## config.mk

```make
export PLATFORM = sky130hd
export DESIGN_NAME = stream_fifo_thresh
export DESIGN_NICKNAME = d
export VERILOG_FILES = /design/src/rtl/stream_fifo_thresh.sv
export SDC_FILE = /design/constraint.sdc
export NUM_CORES = 1
export LEC_CHECK = 0
export CORE_ASPECT_RATIO = 0.6
export CORE_MARGIN = 10
export CORE_UTILIZATION = 33
export DETAILED_ROUTE_END_ITERATION = 6
export PLACE_DENSITY = 0.54
export SLEW_MARGIN = 20
export SYNTH_ARGS = -nofsm -noshare
export SYNTH_HDL_FRONTEND = slang
export SYNTH_SLANG_ARGS = --single-unit
export TNS_END_PERCENT = 5
```

## constraint.sdc

```tcl
create_clock -name clk_i -period 2 [get_ports clk_i]
set_input_delay 0.3 -clock clk_i [delete_from_list [all_inputs] [get_ports clk_i]]
set_output_delay 0.3 -clock clk_i [all_outputs]
set_load 0.05 [all_outputs]
```

## src/rtl/stream_fifo_thresh.sv

```systemverilog
// rtl/stream_fifo_thresh.sv - single-clock valid/ready FIFO with arbitrary depth, fall-through and fill thresholds
module stream_fifo_thresh #(
    parameter type T            = logic,
    parameter int  DEPTH        = 8,
    parameter bit  FALL_THROUGH = 1'b0,
    parameter int  ALM_FULL_TH  = DEPTH - 1,
    parameter int  ALM_EMPTY_TH = 1,
    localparam int IdxWidth     = ($clog2(DEPTH) > 1) ? $clog2(DEPTH) : 1,
    localparam int CntWidth     = $clog2(DEPTH + 1)
) (
    input  logic                clk_i,
    input  logic                rst_ni,
    input  logic                clr_i,
    input  T                    data_i,
    input  logic                valid_i,
    output logic                ready_o,
    output T                    data_o,
    output logic                valid_o,
    input  logic                ready_i,
    output logic [CntWidth-1:0] usage_o,
    output logic                alm_full_o,
    output logic                alm_empty_o
);

    if (DEPTH < 2) begin : g_bad_depth
        $error("stream_fifo_thresh: DEPTH must be >= 2");
    end
    if (ALM_FULL_TH < 1 || ALM_FULL_TH > DEPTH) begin : g_bad_full_th
        $error("stream_fifo_thresh: ALM_FULL_TH must be in 1..DEPTH");
    end
    if (ALM_EMPTY_TH < 0 || ALM_EMPTY_TH > DEPTH - 1) begin : g_bad_empty_th
        $error("stream_fifo_thresh: ALM_EMPTY_TH must be in 0..DEPTH-1");
    end

    T                    storage [DEPTH];
    logic [IdxWidth-1:0] wptr_q;
    logic [IdxWidth-1:0] rptr_q;
    logic [CntWidth-1:0] usage_q;

    logic empty;
    logic full;
    logic push;
    logic pop;
    logic bypass;

    // Wrap explicitly at DEPTH-1 so non-power-of-two depths never index past the array.
    function automatic logic [IdxWidth-1:0] ptr_inc(input logic [IdxWidth-1:0] ptr);
        return (ptr == IdxWidth'(DEPTH - 1)) ? '0 : ptr + IdxWidth'(1);
    endfunction

    assign empty = (usage_q == '0);
    assign full  = (usage_q == CntWidth'(DEPTH));

    // ready_o depends only on registered state and clr_i, never on ready_i.
    assign ready_o = !full && !clr_i;

    always_comb begin
        valid_o = !empty && !clr_i;
        data_o  = storage[rptr_q];
        if (FALL_THROUGH && empty) begin
            valid_o = valid_i && !clr_i;
            data_o  = data_i;
        end
    end

    assign push   = valid_i && ready_o;
    assign pop    = valid_o && ready_i;
    assign bypass = FALL_THROUGH && empty && push && pop;

    always_ff @(posedge clk_i or negedge rst_ni) begin
        if (!rst_ni) begin
            wptr_q  <= '0;
            rptr_q  <= '0;
            usage_q <= '0;
            for (int i = 0; i < DEPTH; i++) begin
                storage[i] <= '0;
            end
        end else if (clr_i) begin
            wptr_q  <= '0;
            rptr_q  <= '0;
            usage_q <= '0;
        end else if (!bypass) begin
            if (push) begin
                storage[wptr_q] <= data_i;
                wptr_q          <= ptr_inc(wptr_q);
            end
            if (pop) begin
                rptr_q <= ptr_inc(rptr_q);
            end
            if (push && !pop) begin
                usage_q <= usage_q + CntWidth'(1);
            end else if (pop && !push) begin
                usage_q <= usage_q - CntWidth'(1);
            end
        end
    end

    assign usage_o     = usage_q;
    assign alm_full_o  = (usage_q >= CntWidth'(ALM_FULL_TH));
    assign alm_empty_o = (usage_q <= CntWidth'(ALM_EMPTY_TH));

    always @(posedge clk_i) begin
        if (rst_ni) begin
            assert (int'(usage_q) <= DEPTH)
                else $error("stream_fifo_thresh: usage above DEPTH");
            assert (!(pop && empty) || bypass)
                else $error("stream_fifo_thresh: pop while empty");
            assert (((int'(wptr_q) + DEPTH - int'(rptr_q)) % DEPTH) == (int'(usage_q) % DEPTH))
                else $error("stream_fifo_thresh: pointer distance disagrees with usage");
        end
    end

endmodule

```

==> flow_metrics.tcl, run 1 <==
set metrics [dict create \
    clock-root-buffer "clkbuf_8" \
    ys_ff_latch 18 \
    relSlewSlack_pct 66.67 \
    period_needed_ns 1.928 \
    antenna_found_initial 0 \
    dieArea_mm2 0.006435 \
    multiInputGateArea_um2 720.7 \
    finalMaxSlewViolations 0 \
    drive_gt1_share_pct 35.17 \
    skew_ns 0.001910 \
    drv_cap 0 \
    yosysWarnings 0 \
    stdcell_count 190 \
    place_hpwl_mm 2.224 \
    worstMarginPinSlew_ns 0.4983 \
    clock_latency_ns 0.26 \
    coreArea_mm2 0.003343 \
    synth_top_flop_cell "dfrtp_1" \
    startpoint "rptr_q[0]$_DFFE_PN0P_" \
    grt_start_max_net_pins 19 \
    synth.top_cells.by_area "dfrtp_1 (38%), mux2_2 (8.6%), ha_1 (8.5%), nand2_1 (4.8%), mux4_2 (3.8%)" \
    die_x_um 97.11 \
    power.leakage_nw 0.6849 \
    setup.worst_path.class "reg -> out" \
    grt_use_total_pct 9.369 \
    num_antenna_cells 0 \
    synth_area_mm2 0.001177 \
    crit_path_max_fanout 3 \
    path_clk_slew_ns 0.07 \
    worstSetupStartpointType "flop" \
    outcome "completed" \
    finalNetCount 160 \
    regArea_um2 454.2 \
    ctsHoldBuffers 0 \
    rows 16 \
    grt_pass1_vias 955 \
    ys_seq_area_share_pct 38.26 \
    r2r-start "usage_o[0]$_DFFE_PN0P_" \
    drc 0 \
    cts_tree "built" \
    overflow 0 \
    drtAntennaViolNets 0 \
    grt_first_pass_wirelength_mm 4.974 \
    hp-class "in -> async" \
    drt-total-wl_mm 2.903 \
    synth_cell_types 36 \
    initial_core_util_pct 35.22 \
    max-vdd-ir-drop_uv 593.6 \
    hold_viol 0 \
    syn_nets 135 \
    drtIter0Drc 130 \
    fillCellCount 312 \
    drt-wirelength-per-cell_um 15.28 \
    fin_setup_tns_ns 0 \
    synth_edf_count 0 \
    first_pass_iters 4 \
    placedInstanceArea_mm2 0.001491 \
    required_ns 1.70 \
    cp-end-kind "primary output" \
    fin_crit_sh_pct 96.42 \
    power.density_mw_per_mm2 1293 \
    viasPerCell 5.242 \
    rsz0062_at_grt "no" \
    synth.largest_area_cell "dfrtp_1" \
    clock_path_buffers 2 \
    syn_avg_cell_area_um2 9.730 \
    syn_inst 121 \
    synthArstFlopShare_pct 100.0 \
    fmax_mhz 518.5 \
    clock-sinks 18 \
    h-tree-depth 1 \
    final_area_mm2 0.001559 \
    cts_made_buffers 3 \
    synth_top_cell_area_share_pct 38.26 \
    setup_violations 0 \
    routed-via-count 996 \
    num_io_pins 15 \
    io_buffers 14 \
    arrival_ns 1.63 \
    placedCellCount 185 \
    die_h_um 66.27 \
    reg2reg_depth 7 \
    area_growth_pct 32.41 \
    gp_congestion 0.7895 \
]
## metal layers
metal	share of wire [%]	global-route usage (%)	up-vias	routed length, µm
li1	-	-	486	-
met1	54	13.25	479	1582
met2	40	13.12	29	1171
met3	4.9	3.132	2	141
met4	0.28	2.198	0	8
met5	0	0	-	0
## repair_timing
item / in CTS / in global routing
resized for setup: 1 / 1
setup buffers: 1 / 0
endpoints found under the setup margin: 1 / 1
## sequential cells by signal, summed over array words and instances, names as in the netlist
name / flops
storage: 8
wptr_q: 3
rptr_q: 3
usage_o: 4
## path summary, 6_finish.rpt
kind	endpoint	slack, ns
min in group clk_i	storage[0]$_DFFE_PN0P_	0.51
max in group asynchronous	rptr_q[0]$_DFFE_PN0P_	1.40
worst max register to register	storage[4]$_DFFE_PN0P_	0.15
worst min-delay path	storage[4]$_DFFE_PN0P_	0.38
worst max-delay path	data_o	0.07
worst min register to register	storage[0]$_DFFE_PN0P_	0.51
## report_power, final
| group | switching, mW | total (mW) | internal [mW] |
|---|---|---|---|
| Clock | 0.130 | 0.305 | 0.175 |
| Combinational | 0.696 | 1.20 | 0.501 |
| Sequential | 0.0688 | 0.513 | 0.444 |
## cell type report
type	count	area share, %
inverter	3	0.7223
clock buffer	4	3.531
multi-input combinational	93	46.23
tap	45	3.612
timing repair buffer	27	16.77
sequential	18	29.13
## synthesized netlist by cell type (2+ instances only)
cell type	n
nand2_1	15
mux4_2	2
nor4b_1	2
nand3_1	5
ha_1	8
nand2b_1	2
and3_1	2
mux2_2	9
a31oi_1	2
nor3_1	4
nor2_1	7
o21ai_0	7
nor3b_2	2
inv_1	3
nand4_1	2
dfrtp_1	18
nor2b_1	3
a21oi_1	2
nor4_1	2
clkbuf_1	6
o211ai_1	3
## cells in the final DEF (no fill, tap or decap), types with 3 or more instances in the layout
cell type        instances
ha_1                     7
buf_4                   16
nand3_1                  5
clkdlybuf4s50_1          7
nand2_1                 14
o211ai_1                 3
nor3_1                   3
mux2_2                   9
buf_12                   3
dfrtp_1                 15
o21ai_0                  7
nor2b_1                  3
clkbuf_8                 4
dfrtp_2                  3
nor2_1                   7
## worst max-delay path, stage by stage (launching register included)
cell	delay, ns
dfrtp_2	0.41
mux4_2	0.52
mux2_2	0.28
buf_6	0.15
## per-stage QoR
step / util (%) / setup slack [ns] / power, mW / hold WS [ns]
floorplan: - / -0.2069 / 1.232 / 0.004409
global placement: 44.61 / 0.1023 / 1.686 / 0.4841
detailed placement: 44.61 / 0.05028 / 1.690 / 0.4919
CTS: 46.52 / 0.03000 / 2.017 / 0.3834
global route: 46.63 / 0.01440 / 2.144 / 0.3916
finish: 46.63 / 0.07152 / 2.016 / 0.3778
## cell families (layout without fill, tap and decap cells)
family	count (synthesis)	in the layout	share of synthesized area, %
AOI/OAI and AO/OA	20	20	10.95
xor gates and xnor gates	1	1	0.7440
adders and majority gates	8	8	8.502
buffers and inverters	10	34	3.294
DFF	18	18	38.26
muxes	11	11	12.43
and+or+nand+nor	53	53	25.82
Power figures use the tool's default switching activity.
==> run 2, diff against run 1 <==
--- a/config.mk
+++ b/config.mk
@@ -5,6 +5,7 @@
 export SDC_FILE = /design/constraint.sdc
 export NUM_CORES = 1
 export LEC_CHECK = 0
+export CAP_MARGIN = 30
 export CORE_ASPECT_RATIO = 0.6
 export CORE_MARGIN = 10
 export CORE_UTILIZATION = 33
==> results of run 2 <==
Final layout, timing and power as in run 1 (identical DEF).
==> run 3, diff against run 2 <==
--- a/config.mk
+++ b/config.mk
@@ -10,9 +10,9 @@
 export CORE_MARGIN = 10
 export CORE_UTILIZATION = 33
 export DETAILED_ROUTE_END_ITERATION = 6
+export GPL_ROUTABILITY_DRIVEN = 1
 export PLACE_DENSITY = 0.54
 export SLEW_MARGIN = 20
 export SYNTH_ARGS = -nofsm -noshare
 export SYNTH_HDL_FRONTEND = slang
 export SYNTH_SLANG_ARGS = --single-unit
-export TNS_END_PERCENT = 5
==> flow_metrics.tcl, run 3 (synthesized netlist as in run 1, its figures left out) <==
set metrics [dict create \
    first_pass_iters 4 \
    largest_reg_flops 8 \
    setup.worst_path.class "reg -> out" \
    antenna_found_initial 0 \
    cts_made_buffers 3 \
    rows 16 \
    fin_total_pwr_mw 1.966 \
    crit_path_max_fanout 5 \
    die_x_um 97.11 \
    ctsHoldBuffers 0 \
    fin_setup_tns_ns 0 \
    hold_viol 0 \
    clock-sinks 18 \
    fillCellCount 295 \
    skew_ns 0.004591 \
    placedCellCount 184 \
    drv_cap 0 \
    postCtsSetupBuffers 0 \
    h-tree-depth 1 \
    finalMaxSlewViolations 0 \
    area_growth_pct 32.20 \
    finalNetCount 158 \
    fin_crit_sh_pct 97.10 \
    outcome "completed" \
    whs_ns 0.3760 \
    worstMarginPinSlew_ns 0.4942 \
    grt_use_total_pct 9.035 \
    routed-via-count 965 \
    rsz0062_at_grt "no" \
    path_cells "mux4_2 > mux2_2 > buf_4" \
    cp_slowest_stage_delay_ns 0.51 \
    fmax_mhz 514.9 \
    path_clk_slew_ns 0.07 \
    setup_violations 0 \
    cp-end-kind "primary output" \
    gp_congestion 0.8149 \
    drive_gt1_share_pct 34.97 \
    grt_pass1_vias 880 \
    cts_tree "built" \
    viasPerCell 5.133 \
    num_io_pins 15 \
    worstSetupStartpointType "flop" \
    clock_path_buffers 2 \
    drt-total-wl_mm 2.766 \
    overflow 0 \
    initial_core_util_pct 35.22 \
    combPwrFrac_pct 58.7 \
    place_hpwl_mm 2.224 \
    arrival_ns 1.64 \
    period_needed_ns 1.942 \
    fin_util_pct 46.56 \
    clock-root-buffer "clkbuf_8" \
    top_register "storage" \
    cp_slowest_cell "mux4_2" \
    drc 0 \
    dieArea_mm2 0.006435 \
    swShare_pct 43.41 \
    num_antenna_cells 0 \
    coreArea_mm2 0.003343 \
    multiInputGateArea_um2 737.0 \
    layout_common_cells "buf_4 (15), dfrtp_1 (15), nand2_1 (14)" \
    max-vdd-ir-drop_uv 643.6 \
    required_ns 1.70 \
    power.density_mw_per_mm2 1263 \
    hp-class "in -> async" \
    die_h_um 66.27 \
    p_seq_share_pct 26.1 \
    power.leakage_nw 0.6760 \
    pwr-share-clk_pct 15.2 \
    p_sw_uw 853.5 \
    relSlewSlack_pct 66.95 \
    clock_latency_ns 0.25 \
    io_buffers 14 \
    regArea_um2 454.2 \
    drt-wirelength-per-cell_um 14.71 \
    grt_first_pass_wirelength_mm 4.795 \
    grt_start_max_net_pins 19 \
    drtIter0Drc 60 \
    internal_power_mw 1.113 \
    stdcell_count 188 \
    drtAntennaViolNets 0 \
]
-- run 3: what timing repair did --
| action | in CTS | in global routing |
|---|---|---|
| endpoints found under the setup margin | 1 | 0 |
| endpoints found under the hold margin | 0 | 0 |
| gates resized for setup | 1 | 0 |
-- run 3: metal layers --
metal,part of all wire (%),global-route usage (%),vias to the layer above
li1,-,-,482
met1,55,13.06,467
met2,41,12.54,14
met3,3.2,2.296,2
met4,0.87,2.747,0
met5,0,0,-
-- run 3: layout make-up --
| class | count | area share [%] |
|---|---|---|
| multi-input cells | 93 | 47.35 |
| flip-flops and latches | 18 | 29.18 |
| inverters | 3 | 0.7235 |
| clock buffers | 4 | 3.537 |
| repair buffers | 25 | 15.59 |
| well taps | 45 | 3.617 |
-- run 3: power groups by stage --
stage / Clock, mW / Combinational (mW) / Sequential, mW
after floorplan: 0 / 0.628 / 0.622
final: 0.299 / 1.15 / 0.512
after detailed placement: 0 / 1.16 / 0.518
after CTS: 0.312 / 1.17 / 0.513
after global routing: 0.325 / 1.24 / 0.528
after global placement: 0 / 1.16 / 0.516
-- run 3: final timing paths --
| kind | startpoint | to | slack (ns) | cells past startpoint |
|---|---|---|---|---|
| min | rst_ni | storage[4]$_DFFE_PN0P_ | 0.38 | 2 |
| max | rptr_q[0]$_DFFE_PN0P_ | data_o | 0.06 | 3 |
| max reg2reg | usage_o[0]$_DFFE_PN0P_ | storage[5]$_DFFE_PN0P_ | 0.12 | 7 |
| min reg2reg | storage[1]$_DFFE_PN0P_ | storage[1]$_DFFE_PN0P_ | 0.51 | 1 |
| max in group asynchronous | rst_ni | usage_o[1]$_DFFE_PN0P_ | 1.41 | 2 |
| min in group clk_i | storage[1]$_DFFE_PN0P_ | storage[1]$_DFFE_PN0P_ | 0.51 | 1 |
-- run 3: per-stage QoR --
| step | setup WS (ns) | cell area [µm²] |
|---|---|---|
| after floorplan | -0.1964 | 1229 |
| after global placement | 0.03078 | 1500 |
| after detailed placement | 0.03697 | 1500 |
| after CTS | 0.04365 | 1556 |
| after global routing | 0.008085 | 1556 |
| final | 0.05805 | 1556 |
-- run 3: worst max-delay path: cells and delay by family (launching register included) --
kind | cells | cell delay, ns
buffers and inverters | 1 | 0.19
muxes | 2 | 0.78
DFF | 1 | 0.42
